## config.mk

```make
export PLATFORM = sky130hd
export DESIGN_NAME = spi_master_arbiter
export DESIGN_NICKNAME = d
export VERILOG_FILES = /design/src/rtl/spi_arb_pkg.sv /design/src/rtl/spi_rr_picker.sv /design/src/rtl/spi_master_arbiter.sv
export SDC_FILE = /design/constraint.sdc
export NUM_CORES = 1
export LEC_CHECK = 0
export ABC_CLOCK_PERIOD_IN_PS = 4700
export BUFFER_PORTS_ARGS = -buffer_cell sky130_fd_sc_hd__buf_2
export CAP_MARGIN = 10
export CORE_MARGIN = 4
export CORE_UTILIZATION = 35
export CTS_CLUSTER_DIAMETER = 40
export CTS_CLUSTER_SIZE = 30
export DETAILED_ROUTE_END_ITERATION = 10
export GPL_TIMING_DRIVEN = 0
export HOLD_SLACK_MARGIN = 0.08
export SKIP_LAST_GASP = 1
export SYNTH_ARGS = -nofsm -noshare
export SYNTH_HDL_FRONTEND = slang
export SYNTH_SLANG_ARGS = --single-unit
export TNS_END_PERCENT = 50
```

## constraint.sdc

```tcl
create_clock -name IN_CLOCK -period 4.7 [get_ports IN_CLOCK]
set_clock_uncertainty 0.05 [all_clocks]
set_input_delay 0.235 -clock IN_CLOCK [delete_from_list [all_inputs] [get_ports IN_CLOCK]]
set_output_delay 0.235 -clock IN_CLOCK [all_outputs]
set_load 0.005 [all_outputs]
```

## src/rtl/spi_arb_pkg.sv

```systemverilog
// spi_arb_pkg: shared FSM states, default sizing and width helpers for the SPI master arbiter
package spi_arb_pkg;
  typedef enum logic [2:0] {IDLE, LAUNCH, ACTIVE, DONE, GAP} state_t;
  localparam int DEF_NUM_REQ = 4;
  localparam int DEF_GAP = 64;
  localparam int DEF_TIMEOUT = 1023;
  function automatic int cnt_width(input int gap, input int tmo);
    return $clog2((gap > tmo ? gap : tmo) + 1);
  endfunction
  function automatic int ptr_width(input int n);
    return n > 1 ? $clog2(n) : 1;
  endfunction
endpackage

```

## src/rtl/spi_rr_picker.sv

```systemverilog
// spi_rr_picker: combinational round-robin winner search starting just after last
module spi_rr_picker
  import spi_arb_pkg::*;
#(
  parameter int N = DEF_NUM_REQ,
  parameter int PW = ptr_width(N)
) (
  input  logic [N-1:0]  req,
  input  logic [PW-1:0] last,
  output logic [N-1:0]  win,
  output logic [PW-1:0] idx
);
  logic [PW-1:0] c;
  always_comb begin
    idx = '0;
    c = '0;
    // scan farthest-to-nearest so the closest requester after last wins
    for (int i = N; i >= 1; i--) begin
      c = PW'((int'(last) + i) % N);
      if (req[c]) idx = c;
    end
    win = |req ? N'(1) << idx : '0;
  end
endmodule

```

## src/rtl/spi_master_arbiter.sv

```systemverilog
// spi_master_arbiter: round-robin sharing of one SPI master among NUM_REQ requesters
module spi_master_arbiter
  import spi_arb_pkg::*;
#(
  parameter int NUM_REQ = DEF_NUM_REQ,
  parameter int PACK_LENGTH = 8,
  parameter int GAP_CLOCKS = DEF_GAP,
  parameter int LAUNCH_TIMEOUT = DEF_TIMEOUT
) (
  input  logic                           IN_CLOCK,
  input  logic                           IN_RESET_N,
  input  logic [NUM_REQ-1:0]             IN_REQ,
  input  logic [NUM_REQ*PACK_LENGTH-1:0] IN_REQ_DATA,
  output logic [NUM_REQ-1:0]             OUT_GRANT,
  output logic [NUM_REQ-1:0]             OUT_ACK,
  output logic                           OUT_TIMEOUT,
  output logic [PACK_LENGTH-1:0]         OUT_RX_DATA,
  output logic                           OUT_BUSY,
  output logic                           OUT_LAUNCH_MASTER,
  output logic [PACK_LENGTH-1:0]         OUT_MASTER_DATA,
  input  logic                           IN_MASTER_CS,
  input  logic [PACK_LENGTH-1:0]         IN_MASTER_RECEIVE_DATA
);
  localparam int CW = cnt_width(GAP_CLOCKS, LAUNCH_TIMEOUT);
  localparam int PW = ptr_width(NUM_REQ);
  localparam logic [CW-1:0] TMO_LAST = CW'(LAUNCH_TIMEOUT > 0 ? LAUNCH_TIMEOUT - 1 : 0);
  localparam logic [CW-1:0] GAP_LAST = CW'(GAP_CLOCKS > 0 ? GAP_CLOCKS - 1 : 0);
  localparam logic [PW-1:0] LAST_RST = PW'(NUM_REQ - 1);
  state_t state, state_n;
  logic [CW-1:0] cnt, cnt_n, cnt_inc;
  logic [PW-1:0] last, last_n, owner, owner_n, win_idx;
  logic [NUM_REQ-1:0] win, grant_n, ack_n;
  logic abort, abort_n, tmo_n, launch_n;
  logic [PACK_LENGTH-1:0] rx_n, mdata_n;
  logic [PACK_LENGTH-1:0] words [NUM_REQ];
  for (genvar k = 0; k < NUM_REQ; k++) begin : g_words
    assign words[k] = IN_REQ_DATA[k*PACK_LENGTH +: PACK_LENGTH];
  end
  spi_rr_picker #(.N(NUM_REQ), .PW(PW)) u_pick (
    .req(IN_REQ),
    .last(last),
    .win(win),
    .idx(win_idx)
  );
  assign cnt_inc = &cnt ? cnt : cnt + 1'b1;
  always_ff @(posedge IN_CLOCK or negedge IN_RESET_N) begin
    if (!IN_RESET_N) begin
      state <= IDLE;
      cnt <= '0;
      last <= LAST_RST;
      owner <= '0;
      abort <= 1'b0;
      OUT_GRANT <= '0;
      OUT_ACK <= '0;
      OUT_TIMEOUT <= 1'b0;
      OUT_RX_DATA <= '0;
      OUT_BUSY <= 1'b0;
      OUT_LAUNCH_MASTER <= 1'b0;
      OUT_MASTER_DATA <= '0;
    end else begin
      state <= state_n;
      cnt <= cnt_n;
      last <= last_n;
      owner <= owner_n;
      abort <= abort_n;
      OUT_GRANT <= grant_n;
      OUT_ACK <= ack_n;
      OUT_TIMEOUT <= tmo_n;
      OUT_RX_DATA <= rx_n;
      OUT_BUSY <= state_n != IDLE;
      OUT_LAUNCH_MASTER <= launch_n;
      OUT_MASTER_DATA <= mdata_n;
    end
  end
  always_comb begin
    state_n = state;
    cnt_n = cnt;
    last_n = last;
    owner_n = owner;
    abort_n = abort;
    grant_n = OUT_GRANT;
    ack_n = '0;
    tmo_n = 1'b0;
    rx_n = OUT_RX_DATA;
    launch_n = OUT_LAUNCH_MASTER;
    mdata_n = OUT_MASTER_DATA;
    case (state)
      IDLE: if (IN_MASTER_CS && |IN_REQ) begin
        state_n = LAUNCH;
        grant_n = win;
        owner_n = win_idx;
        mdata_n = words[win_idx];
        launch_n = 1'b1;
        abort_n = 1'b0;
        cnt_n = '0;
      end
      LAUNCH: if (!IN_MASTER_CS) begin
        launch_n = 1'b0;
        state_n = ACTIVE;
      end else if (cnt == TMO_LAST) begin
        launch_n = 1'b0;
        abort_n = 1'b1;
        state_n = DONE;
      end else cnt_n = cnt_inc;
      ACTIVE: if (IN_MASTER_CS) begin
        rx_n = IN_MASTER_RECEIVE_DATA;
        state_n = DONE;
      end
      DONE: begin
        ack_n = OUT_GRANT;
        tmo_n = abort;
        last_n = owner;
        grant_n = '0;
        cnt_n = '0;
        state_n = GAP_CLOCKS == 0 ? IDLE : GAP;
      end
      GAP: if (cnt == GAP_LAST) state_n = IDLE;
      else cnt_n = cnt_inc;
      default: state_n = IDLE;
    endcase
  end
endmodule

```

==> flow_metrics.tcl <==
set metrics [dict create \
    hpwl_mm 4.12 \
    placed_cell_area_um2 2820 \
    switching_share_pct 37.5 \
    cts_resized 0 \
    pwr-share-clk_pct 19.2 \
    p_int_mw 1.01 \
    min_period_ns 2.18 \
    hold_path.class "primary input to async pin" \
    worstMarginPinSlew_ns 0.992 \
    synth_cell_types 50 \
    grt_pass1_wl_mm 9.52 \
    ff2ff_setup_slack_ns 2.52 \
    pwr-share-seq_pct 38.0 \
    final_cells 376 \
    cpPeakStageDelay_ns 0.42 \
    first_global_vias 1912 \
    timing.rr.end "cnt[0]" \
    syn_nets 267 \
    min_period_over_period_pct 46.4 \
    ant_nets 0 \
    rsz0062_at_grt "false" \
    dp.cells 368 \
    num_antenna_cells 0 \
    timing.fmax_mhz 458 \
    critical_path.endpoint_type "flip-flop" \
    final_max_slew_viol_count 0 \
    area_growth_pct 24.6 \
    layout.nets 347 \
    finalSetupTns_ns 0 \
    synth_top_area_share_pct 45.6 \
    crit_type "flip-flop to flip-flop" \
    place.gp.congestion 0.789 \
    io_pins 74 \
    cts_hold_buf 0 \
    vdd_drop_max_uv 285 \
    overflow 0 \
    cts-buffers-inserted 5 \
    fp-row-count 29 \
    mappedNetlistArea_um2 2360 \
    ys_top_cells_by_area "dfrtp_1, mux2i_1, o221ai_2, mux2_2, nand2_1" \
    initial_core_util_pct 36.6 \
    finalSetupViolCount 0 \
    final_util_pct 45.6 \
    vias 1970 \
    insertion_delay_ns 0.31 \
    cp-start-kind "flip-flop" \
    slew_headroom_pct 33.9 \
    crit_arrival_ns 2.32 \
    yosys_warnings 0 \
    startpoint "cnt[0]" \
    synth_cells 218 \
    fp.dieW_um 90.1 \
    rr_worst_depth 7 \
    status "finished, final reports clean" \
    yosysTopAreaCell "dfrtp_1" \
    syn_area_per_cell_um2 10.8 \
    final_cell_mix "buf_2, dfrtp_1, nand2_1, mux2i_1" \
    grt_max_degree 46 \
    clock_path_buffers 2 \
    cts_root_buffer "clkbuf_8" \
    drc 0 \
    drt_wl_total_mm 5.59 \
    cts_sinks 45 \
    synth-edff-count 0 \
    synth-seq-cells 45 \
    h-tree-depth 2 \
    regArea_um2 1130 \
    dp_worst_setup_slack_ns 2.53 \
    synth-main-ff-cell "dfrtp_1" \
    via_per_inst 5.24 \
    wl_per_cell_um 14.9 \
    required_ns 4.84 \
    cts_tree "yes" \
    p_leak_nw 1.46 \
    critical_path_peak_fanout 8 \
    drv_cap 0 \
    critPathSlowestCell "dfrtp_1" \
    p_sw_mw 0.603 \
    worst_hold_slack_ns 0.0424 \
    die-area_um2 8120 \
    critPathCapture "cnt[0]" \
    layout_commonest_cell "buf_2" \
    drive_above_1_share_pct 38.8 \
    hold_viol 0 \
    powerDensity_nw_per_um2 547 \
    combPwrFrac_pct 42.7 \
    post_cts_buffers 0 \
    async_reset_ff_share_pct 100 \
    power_mw 1.61 \
    finalWorstSetupSlack_ns 2.52 \
    fill_cells 624 \
    yosysSeqAreaShare_pct 47.8 \
    final_area_um2 2940 \
    cp_cell_sequence "inv_1, ha_1, nand4_1, o31a_1, nor2_1, nor3b_1, mux2_1" \
    drt_iter0_markers 121 \
    core_area_um2 6460 \
    grt_use_total_pct 14.2 \
    antenna_found_initial 0 \
    multi_input_area_um2 1150 \
    drt_pass1_iterations 4 \
    clk_pin_slew_worst_paths_ns 0.08 \
    fp.dieH_um 90.1 \
    r2r_start "cnt[0]" \
    port_buffers 73 \
]
-- flip-flops by register name, indices dropped and copies added, names as in the netlist, 2 cells and up --
register         flops
last                 2
owner                2
OUT_RX_DATA          8
cnt                 10
OUT_MASTER_DATA      8
OUT_GRANT            4
OUT_ACK              4
state                3
-- worst max-delay path, delay by kind of cell (launching register included) --
kind / cells / cell delay, ns
and+or+nand+nor: 3 / 0.66
DFF: 1 / 0.42
muxes: 1 / 0.36
AOI/OAI and AO/OA: 1 / 0.32
adders and majority gates: 1 / 0.19
buffers and inverters: 1 / 0.06
-- logic make-up (layout without fill, tap and decap cells) --
logic type / count (synthesis) / in the layout / share of synthesized area [%]
buf+inv: 16 / 97 / 3.60
compound gates: 50 / 50 / 17.2
flops: 45 / 45 / 47.8
simple gates: 77 / 77 / 17.9
mux: 28 / 28 / 12.5
fa+ha+maj: 2 / 2 / 1.06
-- metal layers --
metal | global-route usage (%) | wire length (µm) | vias to the layer above
li1 | - | - | 976
met1 | 18.6 | 2550 | 945
met2 | 22.6 | 2660 | 43
met3 | 4.17 | 293 | 6
met4 | 4.59 | 79 | 0
met5 | 0 | 0 | -
-- power by group through the flow --
stage / clock network [mW] / registers [mW] / logic, mW
final: 0.310 / 0.612 / 0.688
after CTS: 0.318 / 0.613 / 0.701
after floorplan: 0 / 0.616 / 0.452
after global placement: 0 / 0.615 / 0.695
after global routing: 0.335 / 0.631 / 0.773
after detailed placement: 0 / 0.618 / 0.698
-- how the worst min path moves through the flow --
stage	from	endpoint	slack, ns	cells after the start
3_3_place_gp	IN_RESET_N	cnt[4]	0.41	1
4_1_cts	IN_RESET_N	OUT_RX_DATA[3]	0.08	1
3_5_place_dp	owner[1]	owner[1]	0.41	2
6_report	IN_RESET_N	OUT_RX_DATA[4]	0.04	1
5_1_grt	IN_MASTER_RECEIVE_DATA[6]	OUT_RX_DATA[6]	0.09	2
2_1_floorplan	IN_RESET_N	OUT_ACK[0]	-0.11	0
-- final cells by class --
type                            instances  area share, %
Multi-Input combinational cell        157           39.0
Sequential cell                        45           38.4
Timing Repair Buffer                   73           12.4
Tap cell                               77           3.27
Clock buffer                            6           2.81
Buffer                                 10           2.13
Clock inverter                          2           1.28
Inverter                                6          0.765
-- Yosys cell counts, types with 2 or more instances --
master	instances
dfrtp_1	43
nand2_1	24
mux2i_1	17
a21oi_1	10
nor2_1	10
mux2_2	9
and3_1	7
o211ai_1	7
o221ai_2	7
o21ai_0	6
buf_2	5
inv_1	5
or4_1	5
nand4_1	4
and4_1	3
nand2b_1	3
nand3_1	3
nor3_1	3
o2111ai_1	3
o21ai_1	3
or3_1	3
buf_6	2
clkbuf_1	2
dfstp_2	2
ha_1	2
mux2_1	2
nor2b_1	2
nor3b_1	2
o221ai_1	2
o31ai_1	2
Power figures use the tool's default switching activity.
